[src/rtl/hps_rst_pkg.sv]
// hps_rst_pkg: shared types, STM event bit positions and sizing helper for the HPS reset-request sequencer
package hps_rst_pkg;
    typedef enum logic [2:0] {IDLE, ASSERT, WAIT_ACK, WAIT_REL, HOLDOFF} state_t;
    typedef enum logic [1:0] {CAUSE_COLD, CAUSE_WARM, CAUSE_DEBUG} cause_t;
    localparam int STM_COLD    = 0;
    localparam int STM_WARM    = 1;
    localparam int STM_DEBUG   = 2;
    localparam int STM_TIMEOUT = 3;
    localparam int STM_RELEASE = 4;
    localparam int STM_EVENTS  = 5;
    localparam int STM_CNT_W   = 12;
    localparam int STM_W       = 28;
    function automatic int max3(input int a, input int b, input int c);
        return (a > b) ? ((a > c) ? a : c) : ((b > c) ? b : c);
    endfunction
endpackage

[src/rtl/req_debounce.sv]
// req_debounce: synchronises a raw request, debounces it and emits a one-cycle strobe on its settled rising edge
module req_debounce #(
    parameter int DEBOUNCE_CYCLES = 1_000_000
) (
    input  logic clk,
    input  logic rst,
    input  logic din,
    output logic strobe
);
    localparam int DW = $clog2(DEBOUNCE_CYCLES + 1);
    logic [1:0]    sync;
    logic          stable;
    logic          stable_d;
    logic [DW-1:0] cnt;
    // sync chain, stability counter, and registered rising-edge strobe of the settled level
    always_ff @(posedge clk or posedge rst) begin
        if (rst) begin
            sync     <= '0;
            stable   <= 1'b0;
            stable_d <= 1'b0;
            cnt      <= '0;
            strobe   <= 1'b0;
        end else begin
            sync     <= {sync[0], din};
            stable_d <= stable;
            strobe   <= stable & ~stable_d;
            if (sync[1] == stable) begin
                cnt <= '0;
            end else if (cnt == DW'(DEBOUNCE_CYCLES - 1)) begin
                stable <= sync[1];
                cnt    <= '0;
            end else begin
                cnt <= cnt + 1'b1;
            end
        end
    end
endmodule

[src/rtl/hps_reset_req_sequencer.sv]
// hps_reset_req_sequencer: arbitrates debounced fabric reset requests into timed HPS f2h reset-request pulses
module hps_reset_req_sequencer
    import hps_rst_pkg::*;
#(
    parameter int DEBOUNCE_CYCLES = 1_000_000,
    parameter int PULSE_CYCLES    = 256,
    parameter int ACK_TIMEOUT     = 5_000_000,
    parameter int HOLDOFF_CYCLES  = 50_000_000
) (
    input  logic        clk_clk,
    input  logic        reset_reset,
    input  logic        req_cold,
    input  logic        req_warm,
    input  logic        req_debug,
    input  logic        h2f_reset_n,
    output logic        f2h_cold_reset_req_n,
    output logic        f2h_warm_reset_req_n,
    output logic        f2h_debug_reset_req_n,
    output logic [27:0] stm_hwevents,
    output logic        busy,
    output logic        ack_timeout
);
    localparam int CW = $clog2(max3(PULSE_CYCLES, ACK_TIMEOUT, HOLDOFF_CYCLES) + 1);

    logic                  s_cold, s_warm, s_debug;
    logic [1:0]            h2f_sync;
    logic                  h2f;
    state_t                state, state_n;
    cause_t                cause, cause_n;
    logic [CW-1:0]         cnt, cnt_n;
    logic                  seen, seen_n;
    logic                  to_set;
    logic [STM_EVENTS-1:0] ev, ev_q;
    logic [STM_CNT_W-1:0]  req_count;

    req_debounce #(.DEBOUNCE_CYCLES(DEBOUNCE_CYCLES)) u_cold  (.clk(clk_clk), .rst(reset_reset), .din(req_cold),  .strobe(s_cold));
    req_debounce #(.DEBOUNCE_CYCLES(DEBOUNCE_CYCLES)) u_warm  (.clk(clk_clk), .rst(reset_reset), .din(req_warm),  .strobe(s_warm));
    req_debounce #(.DEBOUNCE_CYCLES(DEBOUNCE_CYCLES)) u_debug (.clk(clk_clk), .rst(reset_reset), .din(req_debug), .strobe(s_debug));

    assign h2f          = h2f_sync[1];
    assign busy         = (state != IDLE);
    assign stm_hwevents = {{(STM_W - STM_EVENTS - STM_CNT_W){1'b0}}, req_count, ev_q};

    // state, shared down-counter, latched cause and registered outputs
    always_ff @(posedge clk_clk or posedge reset_reset) begin
        if (reset_reset) begin
            h2f_sync              <= 2'b11;
            state                 <= IDLE;
            cause                 <= CAUSE_COLD;
            cnt                   <= '0;
            seen                  <= 1'b0;
            ev_q                  <= '0;
            req_count             <= '0;
            ack_timeout           <= 1'b0;
            f2h_cold_reset_req_n  <= 1'b1;
            f2h_warm_reset_req_n  <= 1'b1;
            f2h_debug_reset_req_n <= 1'b1;
        end else begin
            h2f_sync              <= {h2f_sync[0], h2f_reset_n};
            state                 <= state_n;
            cause                 <= cause_n;
            cnt                   <= cnt_n;
            seen                  <= seen_n;
            ev_q                  <= ev;
            req_count             <= (ev[STM_DEBUG:STM_COLD] != '0 && req_count != '1) ? req_count + 1'b1 : req_count;
            ack_timeout           <= ack_timeout | to_set;
            f2h_cold_reset_req_n  <= !(state_n == ASSERT && cause_n == CAUSE_COLD);
            f2h_warm_reset_req_n  <= !(state_n == ASSERT && cause_n == CAUSE_WARM);
            f2h_debug_reset_req_n <= !(state_n == ASSERT && cause_n == CAUSE_DEBUG);
        end
    end

    // next-state: accept strobes only in IDLE, pulse, await HPS ack/release, then hold off
    always_comb begin
        state_n = state;
        cause_n = cause;
        cnt_n   = (cnt == '0) ? '0 : cnt - 1'b1;
        seen_n  = seen;
        to_set  = 1'b0;
        ev      = '0;
        case (state)
            IDLE: begin
                if (s_cold || s_warm || s_debug) begin
                    state_n        = ASSERT;
                    cnt_n          = CW'(PULSE_CYCLES - 1);
                    seen_n         = 1'b0;
                    cause_n        = s_cold ? CAUSE_COLD : s_warm ? CAUSE_WARM : CAUSE_DEBUG;
                    ev[STM_COLD]   = s_cold;
                    ev[STM_WARM]   = !s_cold && s_warm;
                    ev[STM_DEBUG]  = !s_cold && !s_warm;
                end
            end
            ASSERT: begin
                seen_n = seen || !h2f;
                if (cnt == '0) begin
                    state_n = (cause == CAUSE_DEBUG) ? HOLDOFF : WAIT_ACK;
                    cnt_n   = (cause == CAUSE_DEBUG) ? CW'(HOLDOFF_CYCLES - 1) : CW'(ACK_TIMEOUT - 1);
                end
            end
            WAIT_ACK: begin
                if (seen || !h2f) begin
                    state_n = WAIT_REL;
                end else if (cnt == '0) begin
                    state_n          = HOLDOFF;
                    cnt_n            = CW'(HOLDOFF_CYCLES - 1);
                    to_set           = 1'b1;
                    ev[STM_TIMEOUT]  = 1'b1;
                end
            end
            WAIT_REL: begin
                if (h2f) begin
                    state_n          = HOLDOFF;
                    cnt_n            = CW'(HOLDOFF_CYCLES - 1);
                    ev[STM_RELEASE]  = 1'b1;
                end
            end
            HOLDOFF: state_n = (cnt == '0) ? IDLE : HOLDOFF;
            default: state_n = IDLE;
        endcase
    end
endmodule

[config.mk]
export PLATFORM = sky130hd
export DESIGN_NAME = hps_reset_req_sequencer
export DESIGN_NICKNAME = d
export VERILOG_FILES = /design/src/rtl/hps_rst_pkg.sv /design/src/rtl/req_debounce.sv /design/src/rtl/hps_reset_req_sequencer.sv
export SDC_FILE = /design/constraint.sdc
export NUM_CORES = 1
export LEC_CHECK = 0
export ABC_CLOCK_PERIOD_IN_PS = 4200
export BUFFER_PORTS_ARGS = -buffer_cell sky130_fd_sc_hd__buf_2
export CORE_ASPECT_RATIO = 1.2
export CORE_MARGIN = 2
export CORE_UTILIZATION = 50
export CTS_BUF_LIST = sky130_fd_sc_hd__clkbuf_16
export CTS_CLUSTER_DIAMETER = 80
export CTS_CLUSTER_SIZE = 40
export DETAILED_ROUTE_END_ITERATION = 16
export PLACE_DENSITY = 0.68
export SYNTH_ARGS = -nofsm -noshare
export SYNTH_HDL_FRONTEND = slang
export SYNTH_SLANG_ARGS = --single-unit
[constraint.sdc]
create_clock -name clk_clk -period 4.2 [get_ports clk_clk]
set_input_delay 0.42 -clock clk_clk [delete_from_list [all_inputs] [get_ports clk_clk]]
set_output_delay 0.42 -clock clk_clk [all_outputs]
set_load 0.05 [all_outputs]
Word level (Yosys, flattened, before mapping):

Index checks and enable logic that the tools add are counted.

* add/sub/neg operators: 5
* equal/unequal tests: 16
* muxes and demuxes: 35
* bitwise operators: 10
* reductions and logical operators: 25

Operator list (number)
* 26-bit 2-to-1 mux: 7
* 20-bit 2-to-1 mux: 6
* 26-bit case mux with 4 select lines: 1
* 20-bit by 1-bit adder with 20-bit output, second input constant: 3
* 20-bit equality test, second input constant: 3
* 3-bit 2-to-1 mux: 9
* 26-bit zero test: 1
* 26-bit by 1-bit subtractor with 26-bit output, second input constant: 1
* 3-bit case mux with 5 select lines: 1
* 12-bit by 1-bit adder with 12-bit output, second input constant: 1
* 12-bit != test, second input constant: 1
* 2-bit 2-to-1 mux: 4
* 2-bit AND reduction: 4
* 3-bit by 1-bit equality test with 1-bit output, second input constant: 2
* 3-bit by 2-bit equality test with 1-bit output, second input constant: 2
* 1-bit logical AND: 6
* 1-bit zero test: 6
* 1-bit 2-to-1 mux: 6
* 1-bit inverter: 6
* 3-bit nonzero test: 2
* 2-bit equality test, second input constant: 2
* 1-bit AND: 3
* 1-bit equality test: 3
* 3-bit equality test, second input constant: 1
* other kinds (8): 10

* flip-flop bits (word level): 130
* output and inout port bits: 33
* word-level logic and storage cells: 117

Logic depth before layout (Yosys ltp):

Gate-level depths: netlist of the first run.

* depth after elaboration: 7
* gate-level depth with buffers: 9
* gate-level depth less buffers: 7

By module:

A second synthesis of the first run with hierarchy kept.

* cell total of the unflattened synthesis: 609
* area total of the unflattened synthesis: 6357.3 µm²

By module, submodules not included
* req_debounce: instances 3, cells each 111, area each 1206.2 µm², sequential area each 625.6 µm²
* hps_reset_req_sequencer: instances 1, cells each 276, area each 2738.9 µm², sequential area each 1382.6 µm²

Worst setup path before layout of the first run:

OpenSTA, ideal clock, no wires.

* kind: reg2reg
* from: register cnt[0]
* to: register cnt[14]
* arrival time: 2037 ps
* required time: 4117 ps
* slack: 2081 ps
* cell stages (with the launch flop): 8
* path buffers: 0
* period minus slack after synthesis: 2119 ps
* cells stage by stage: dfrtp_1 inv_1 ha_1 or3b_1 nor3_4 or3b_2 xor2_1 o21ai_0

* cells in the longest elaborated chain, start to end: 5
* elaborated cells between the ends (all ways): 9
* those cells by class: add/sub (1); mux (7); reduce/logical (1)

Ends and longest elaborated chain
* start: declaration: RTL line hps_reset_req_sequencer.sv:30 `logic [CW-1:0] cnt, cnt_n;`
* start signal: assignment: RTL line hps_reset_req_sequencer.sv:62 `cnt <= cnt_n;`
* 26-bit by 1-bit subtractor with 26-bit output or 26-bit zero test (tied branches): RTL line hps_reset_req_sequencer.sv:77, hps_reset_req_sequencer.sv:95, hps_reset_req_sequencer.sv:103
* 26-bit 2-to-1 mux: RTL line hps_reset_req_sequencer.sv:77 `cnt_n = (cnt == '0) ? '0 : cnt - 1'b1;`
* 26-bit 2-to-1 mux: RTL line hps_reset_req_sequencer.sv:103 `end else if (cnt == '0) begin`
* 26-bit 2-to-1 mux: RTL line hps_reset_req_sequencer.sv:101 `if (seen || !h2f) begin`
* 26-bit case mux with 4 select lines *: RTL line hps_reset_req_sequencer.sv:81 `case (state)`
* named net cnt_n[14]: RTL line hps_reset_req_sequencer.sv:30

The timed path passes the listed nets; every way through them passes the cells marked *.
A chain may end at the register's enable or synchronous reset.

Worst setup path in the final report of the first run:

* from: register cnt[7]
* to: register cnt[21]

Same word-level chain as after synthesis.

==> impl_metrics.ini, run 1 <==
[status]
status = complete, no violations

[timing]
period_share = 0.564
rsz0062_at_grt = false
slew_viol_final = 0
final_hold_viol_count = 0
period_needed_ps = 2370
finalClockSkew_ps = 13.8
finalSetupTns_ps = 0
fmax_mhz = 422
worst_pin_slew_ps = 940
finalSetupViolCount = 0
max_slew_margin = 0.368

[finish]
fin_util = 0.572
drive_gt1_frac = 0.132
final_common_cell = dfrtp_1
fillers = 1033
nets = 643
antenna_cells = 0
mostFrequentLayoutCells = 125 x dfrtp_1, 88 x nor2_1, 51 x xor2_1, 49 x nand2_1, 34 x xnor2_1
postLayoutCellArea_mm2 = 0.00690
syn2layout_area_growth_pct = 12.5

[critical_path]
path_class = reg2reg
worstPathRequired_ps = 4510
path_buf_inv = 0
crit_fanout = 12
cpMaxStageDelayCell = or4_4
crit_arrival_ps = 2670
critical-path-top-delay-family = simple AND/OR/NAND/NOR gates
cp_cell_sequence = or4_4, nor4_4, and2_4, a21oi_1, o21ai_0
reg2reg_depth = 5
cpPeakStageDelay_ps = 580
critPathLaunchType = flip-flop
regToRegEndpoint = cnt[21]$_DFF_PP0_
timing.rr.start = cnt[7]$_DFF_PP0_
regToRegSetupSlack_ps = 1830
end_kind = flip-flop

[synth]
synth_compound_area_frac = 0.0427
synth_adder_area_share = 0.0122
yosys_most_used_dff = dfrtp_1
yosys-top-cells-area = dfrtp_1 51%, xor2_1 7.3%, nor2_1 5.4%, xnor2_1 4.9%, nand2_1 3.0%
synth_cell_types = 62
yosysWarnings = 0
synth-xor-area-share = 0.121
muxShareOfSynthArea = 0.0127
synth_top_family_by_area = simple AND/OR/NAND/NOR gates
ys_seq_area_frac = 0.532
synth-simple-area-share = 0.245
synthCells = 596
ys_ff_latch = 130
synth_area_leader_cell = dfrtp_1
synth_area_mm2 = 0.00613
synth.avg_cell_area_um2 = 10.3
synth_edf_count = 0
netlist.area_leader.share = 0.510
async_flop_share = 1.00

[die]
pin_count = 39
die_x_um = 105
initial_core_util = 0.509
rows = 44
die-height_um = 125
die-area_mm2 = 0.0132
core_mm2 = 0.0121

[placed_design]
dpl.hpwl_um = 7900
numPortBuffers = 27
placed_area_mm2 = 0.00637
gp_congestion = 0.871

[drt]
route.detailed.drc = 0
drt_iter0_drc = 201
vias = 4211
drtAntennaViolNets = 0
drt-vias-per-instance = 5.24
finalWirelength_um = 11500
firstDrtPassIters = 5
drt-wirelength-per-cell_um = 14.3

[min_path]
min_from = req_cold
min_path_type = in2reg
hold_depth = 1
whs_endpoint = u_cold.sync[0]$_DFF_PP0_

[clocking]
cts_max_path_buffers = 2
cts.sinks = 130
insertion_delay_ps = 410
cts_setup_buffers = 0
cts_max_level = 4
cts_buffers = 17
cts_tree = done
hold_buffers = 0
clk_pin_slew_worst_paths_ps = 50
cts_resized = 0
root_buffer = clkbuf_16

[grt]
antenna_found_initial = 0
grtUsageTotal = 0.188
grt_pass1_wl_um = 19800
grt_pass1_vias = 4261
grt_max_degree = 68
overflow = 0

[flow_run]
drv_cap = 0

[pwr]
p_leak_nw = 3.39
powerDensity_mw_per_mm2 = 384
max-vdd-ir-drop_mv = 0.242
[how the worst max path moves through the flow]
stage / to / depth (start not counted) / from
final: cnt[21]$_DFF_PP0_ / 5 / cnt[7]$_DFF_PP0_
after global routing: cnt[21]$_DFF_PP0_ / 5 / cnt[7]$_DFF_PP0_
after CTS: cnt[21]$_DFF_PP0_ / 5 / cnt[7]$_DFF_PP0_
after detailed placement: cnt[21]$_DFF_PP0_ / 5 / cnt[7]$_DFF_PP0_
after floorplan: ack_timeout$_DFF_PP0_ / 1 / reset_reset
after global placement: cnt[25]$_DFF_PP0_ / 5 / cnt[7]$_DFF_PP0_
[routing by layer]
layer,wire (um),track usage,part of all wire
met4,117,0.0871,0.010
met3,266,0.0407,0.023
met2,5970,0.311,0.52
met5,0,0,0
met1,5170,0.237,0.45
[final cells by class]
type,instances,area [um2],area share
sequential,130,3260,0.473
tap,161,201,0.0292
clock buffer,17,425,0.0617
timing repair buffer,28,155,0.0225
inverter,14,55.1,0.00798
multi-input combinational,440,2700,0.392
clock inverter,14,100,0.0145
[cell usage after synthesis, types with 4 or more instances]
cell      count
a21oi_1       6
and3_1       16
and4_1        7
buf_2         4
buf_4        11
dfrtp_1     125
dfstp_2       5
ha_1          6
inv_1        14
mux2_2        6
nand2_1      49
nand3_1      33
nand3b_1      4
nand4_1      16
nor2_1       88
nor2b_1       4
nor3_1       20
nor4_1       11
nor4b_1       5
o21ai_0      21
o21ai_1       5
or2_2         5
xnor2_1      34
xor2_1       51
[power by group]
group / internal [mW] / leakage (nW) / switching [mW]
Clock: 0.793 / 0.255 / 0.509
Sequential: 1.27 / 1.78 / 0.00946
Combinational: 0.0128 / 1.35 / 0.0613
[registers in the layout (all words and copies together), names as in the netlist, 3 cells and up]
name and cells:
state 3, u_debug.cnt 20, ev_q 5, u_warm.cnt 20, cnt 26, req_count 12
u_cold.cnt 20
[through the flow]
step / hold slack [ps] / total power, mW / setup WS [ps] / cells
finish: 110 / 2.65 / 1830 / 804
global route: 97.6 / 2.75 / 1700 / 804
CTS: 89.8 / 2.69 / 1840 / 804
global placement: 332 / 1.37 / 1940 / 773
detailed placement: 336 / 1.37 / 1840 / 773
floorplan: 331 / 1.36 / 319 / 606
[cells by family after synthesis]
logic type                 after synthesis
AOI/OAI and AO/OA                       45
xor gates and xnor gates                85
adders and majority gates                6
buffers and inverters                   36
DFF                                    130
muxes                                    7
other                                    1
and+or+nand+nor                        286
Note: power is estimated with default switching activity, not from simulation.
==> run 2: changes to the inputs <==
--- a/config.mk
+++ b/config.mk
@@ -5,7 +5,8 @@
 export SDC_FILE = /design/constraint.sdc
 export NUM_CORES = 1
 export LEC_CHECK = 0
-export ABC_CLOCK_PERIOD_IN_PS = 4200
+export ABC_AREA = 1
+export ABC_CLOCK_PERIOD_IN_PS = 2050
 export BUFFER_PORTS_ARGS = -buffer_cell sky130_fd_sc_hd__buf_2
 export CORE_ASPECT_RATIO = 1.2
 export CORE_MARGIN = 2
@@ -14,7 +15,7 @@
 export CTS_CLUSTER_DIAMETER = 80
 export CTS_CLUSTER_SIZE = 40
 export DETAILED_ROUTE_END_ITERATION = 16
-export PLACE_DENSITY = 0.68
+export PLACE_DENSITY = 0.7
 export SYNTH_ARGS = -nofsm -noshare
 export SYNTH_HDL_FRONTEND = slang
 export SYNTH_SLANG_ARGS = --single-unit
==> constraint.sdc (replaced) <==
create_clock -name clk_clk -period 2.05 [get_ports clk_clk]
set_input_delay 0.205 -clock clk_clk [delete_from_list [all_inputs] [get_ports clk_clk]]
set_output_delay 0.205 -clock clk_clk [all_outputs]
set_load 0.05 [all_outputs]
==> run 2 against run 1 <==
Sequential cell count is the same. Largest power group unchanged. Sequential power grew 100%. Die area grew 11%.
==> impl_metrics.ini, run 2 <==
[status]
status = complete, no violations

[pwr]
p_leak_nw = 3.91
max-vdd-ir-drop_mv = 0.532
powerDensity_mw_per_mm2 = 738
p_total_mw = 5.80

[synth]
synth_area_leader_cell = dfrtp_1
synth_most_common_cell = nand2_1
synth.avg_cell_area_um2 = 8.26
synth_edf_count = 0
async_flop_share = 1.00
yosysWarnings = 0
synthCells = 823
yosys-top-cells-area = dfrtp_1 46%, nand2_1 7.7%, nor2_1 7.3%, xor2_1 5.9%, inv_1 5.8%
yosys-top-cells-count = 140 x nand2_1, 133 x nor2_1, 125 x dfrtp_1, 106 x inv_1, 56 x nand3_1
yosys_most_used_dff = dfrtp_1
ys_seq_area_frac = 0.479
synth_cell_types = 45
synth_area_mm2 = 0.00680
ys_ff_latch = 130
netlist.area_leader.share = 0.460

[die]
die_x_um = 110
die-area_mm2 = 0.0146
die-height_um = 132
core_mm2 = 0.0132
initial_core_util = 0.514
rows = 46
pin_count = 39

[placed_design]
dpl.hpwl_um = 10000
numPortBuffers = 27
gp_congestion = 0.878

[timing]
final_hold_viol_count = 0
max_slew_margin = 0.580
period_needed_ps = 1930
rsz0062_at_grt = true
finalSetupViolCount = 0
finalSetupTns_ps = 0
finalClockSkew_ps = 8.80
period_share = 0.943
slew_viol_final = 0
worst_pin_slew_ps = 629
fmax_mhz = 517

[clocking]
root_buffer = clkbuf_16
cts_buffers = 17
cts_max_path_buffers = 2
insertion_delay_ps = 420
cts_tree = done
cts.sinks = 130
cts_max_level = 4
cts_setup_buffers = 0
clk_pin_slew_worst_paths_ps = 60

[grt]
grtUsageTotal = 0.197
grt_pass1_wl_um = 23500
grt_pass1_vias = 5144
overflow = 0
grt_max_degree = 31
antenna_found_initial = 0

[critical_path]
regToRegEndpoint = cnt[22]$_DFF_PP0_
path_buf_inv = 2
crit_arrival_ps = 2230
critical-path-top-delay-family = simple AND/OR/NAND/NOR gates
regToRegSetupSlack_ps = 120
crit_fanout = 7
cpMaxStageDelayCell = dfrtp_1
reg2reg_depth = 11
timing.rr.start = cnt[0]$_DFF_PP0_
cp_cell_sequence = inv_1, ha_1, inv_1, nor2_1, nand3_1, nor2_2, nand3_4, o21bai_4, nand2_2, a21oi_4, o21ai_1
crit_top_cell = inv_1
end_kind = flip-flop
critPathLaunchType = flip-flop
worstPathRequired_ps = 2350
path_class = reg2reg
cpPeakStageDelay_ps = 350

[drt]
firstDrtPassIters = 4
finalWirelength_um = 13500
drtAntennaViolNets = 0
drt-vias-per-instance = 5.01
vias = 5309
drt_iter0_drc = 224
drt-wirelength-per-cell_um = 12.8
route.detailed.drc = 0

[min_path]
min_path_type = reg2reg
hold_depth = 0
min_from = u_cold.sync[0]$_DFF_PP0_
whs_endpoint = u_cold.sync[1]$_DFF_PP0_

[finish]
antenna_cells = 0
nets = 891
syn2layout_area_growth_pct = 15.5
fillers = 1194
final_common_cell = nand2_1
mostFrequentLayoutCells = 140 x nand2_1, 133 x nor2_1, 125 x dfrtp_1, 105 x inv_1, 56 x nand3_1
largest_register = cnt
drive_gt1_frac = 0.145
largest_reg_flops = 26

[flow_run]
drv_cap = 0
## run 2: cell count changes after synthesis, sizes merged, moves of 6 or more
cell and change:
inv +99, nand2 +99, nor2 +66, nand3 +28, xnor2 -21, a21oi +17, and3 -15, and4 -7
nand4 +7, or4 -6
## run 2: power breakdown
part	switching (mW)	internal (mW)
clock	1.12	1.89
combinational	0.138	0.0448
sequential	0.0136	2.59
## run 2: worst max-delay path by stage
| stage | from | endpoint | slack, ps | cells past startpoint |
|---|---|---|---|---|
| after floorplan | req_count[0]$_DFFE_PP0P_ | req_count[7]$_DFFE_PP0P_ | 100 | 11 |
| after global placement | cnt[0]$_DFF_PP0_ | cnt[3]$_DFF_PP0_ | 170 | 11 |
| after detailed placement | cnt[0]$_DFF_PP0_ | cnt[19]$_DFF_PP0_ | 100 | 11 |
| after CTS | cnt[0]$_DFF_PP0_ | cnt[22]$_DFF_PP0_ | 90 | 11 |
| after global routing | cnt[0]$_DFF_PP0_ | cnt[22]$_DFF_PP0_ | -20 | 11 |
| final | cnt[0]$_DFF_PP0_ | cnt[22]$_DFF_PP0_ | 120 | 11 |
## run 2: area by class of cell
| type | count | area [um2] | share of cell area |
|---|---|---|---|
| clock buffers | 17 | 425 | 0.0541 |
| clock inverters | 15 | 165 | 0.0210 |
| inverters | 114 | 433 | 0.0551 |
| multi-input cells | 574 | 3070 | 0.390 |
| flip-flops and latches | 130 | 3260 | 0.415 |
| well taps | 168 | 210 | 0.0268 |
| repair buffers | 42 | 298 | 0.0379 |
## run 2: metrics by stage
step           utilization  hold slack, ps  worst slack [ps]  cells  cell area, um2
2_1_floorplan            -             209              96.2    833            6840
3_3_place_gp         0.543             313               170   1023            7190
5_1_grt              0.593             368             -20.4   1060            7860
3_5_place_dp         0.543             314               103   1023            7190
4_1_cts              0.592             348              86.4   1060            7830
6_report             0.593             346               117   1060            7860
## run 2: cells by family (layout without fill, tap and decap cells)
| kind of cell | after synthesis | after routing | share of synthesized area |
|---|---|---|---|
| AND/OR/NAND/NOR | 437 | 437 | 0.298 |
| flip-flops | 130 | 130 | 0.479 |
| buffers and inverters | 129 | 188 | 0.0793 |
| AO/OA/AOI/OAI | 60 | 60 | 0.0543 |
| XOR/XNOR | 59 | 59 | 0.0760 |
| adder cells (fa/ha/maj) | 6 | 6 | 0.0110 |
| other | 1 | 11 | 0.000551 |
| multiplexers | 1 | 1 | 0.00166 |
## run 2: timing repair
action | in CTS | in global routing
resized for setup | 0 | 4
endpoints found under the hold margin | 24 | 0
hold buffers | 5 | 0
endpoints found under the setup margin | 0 | 13
## run 2: layer usage
layer	GRT usage	up-vias	wire, um
met5	0	-	0
met4	0.0910	0	342
met3	0.0501	25	442
met2	0.318	76	6610
met1	0.249	2481	6150
li1	-	2727	-
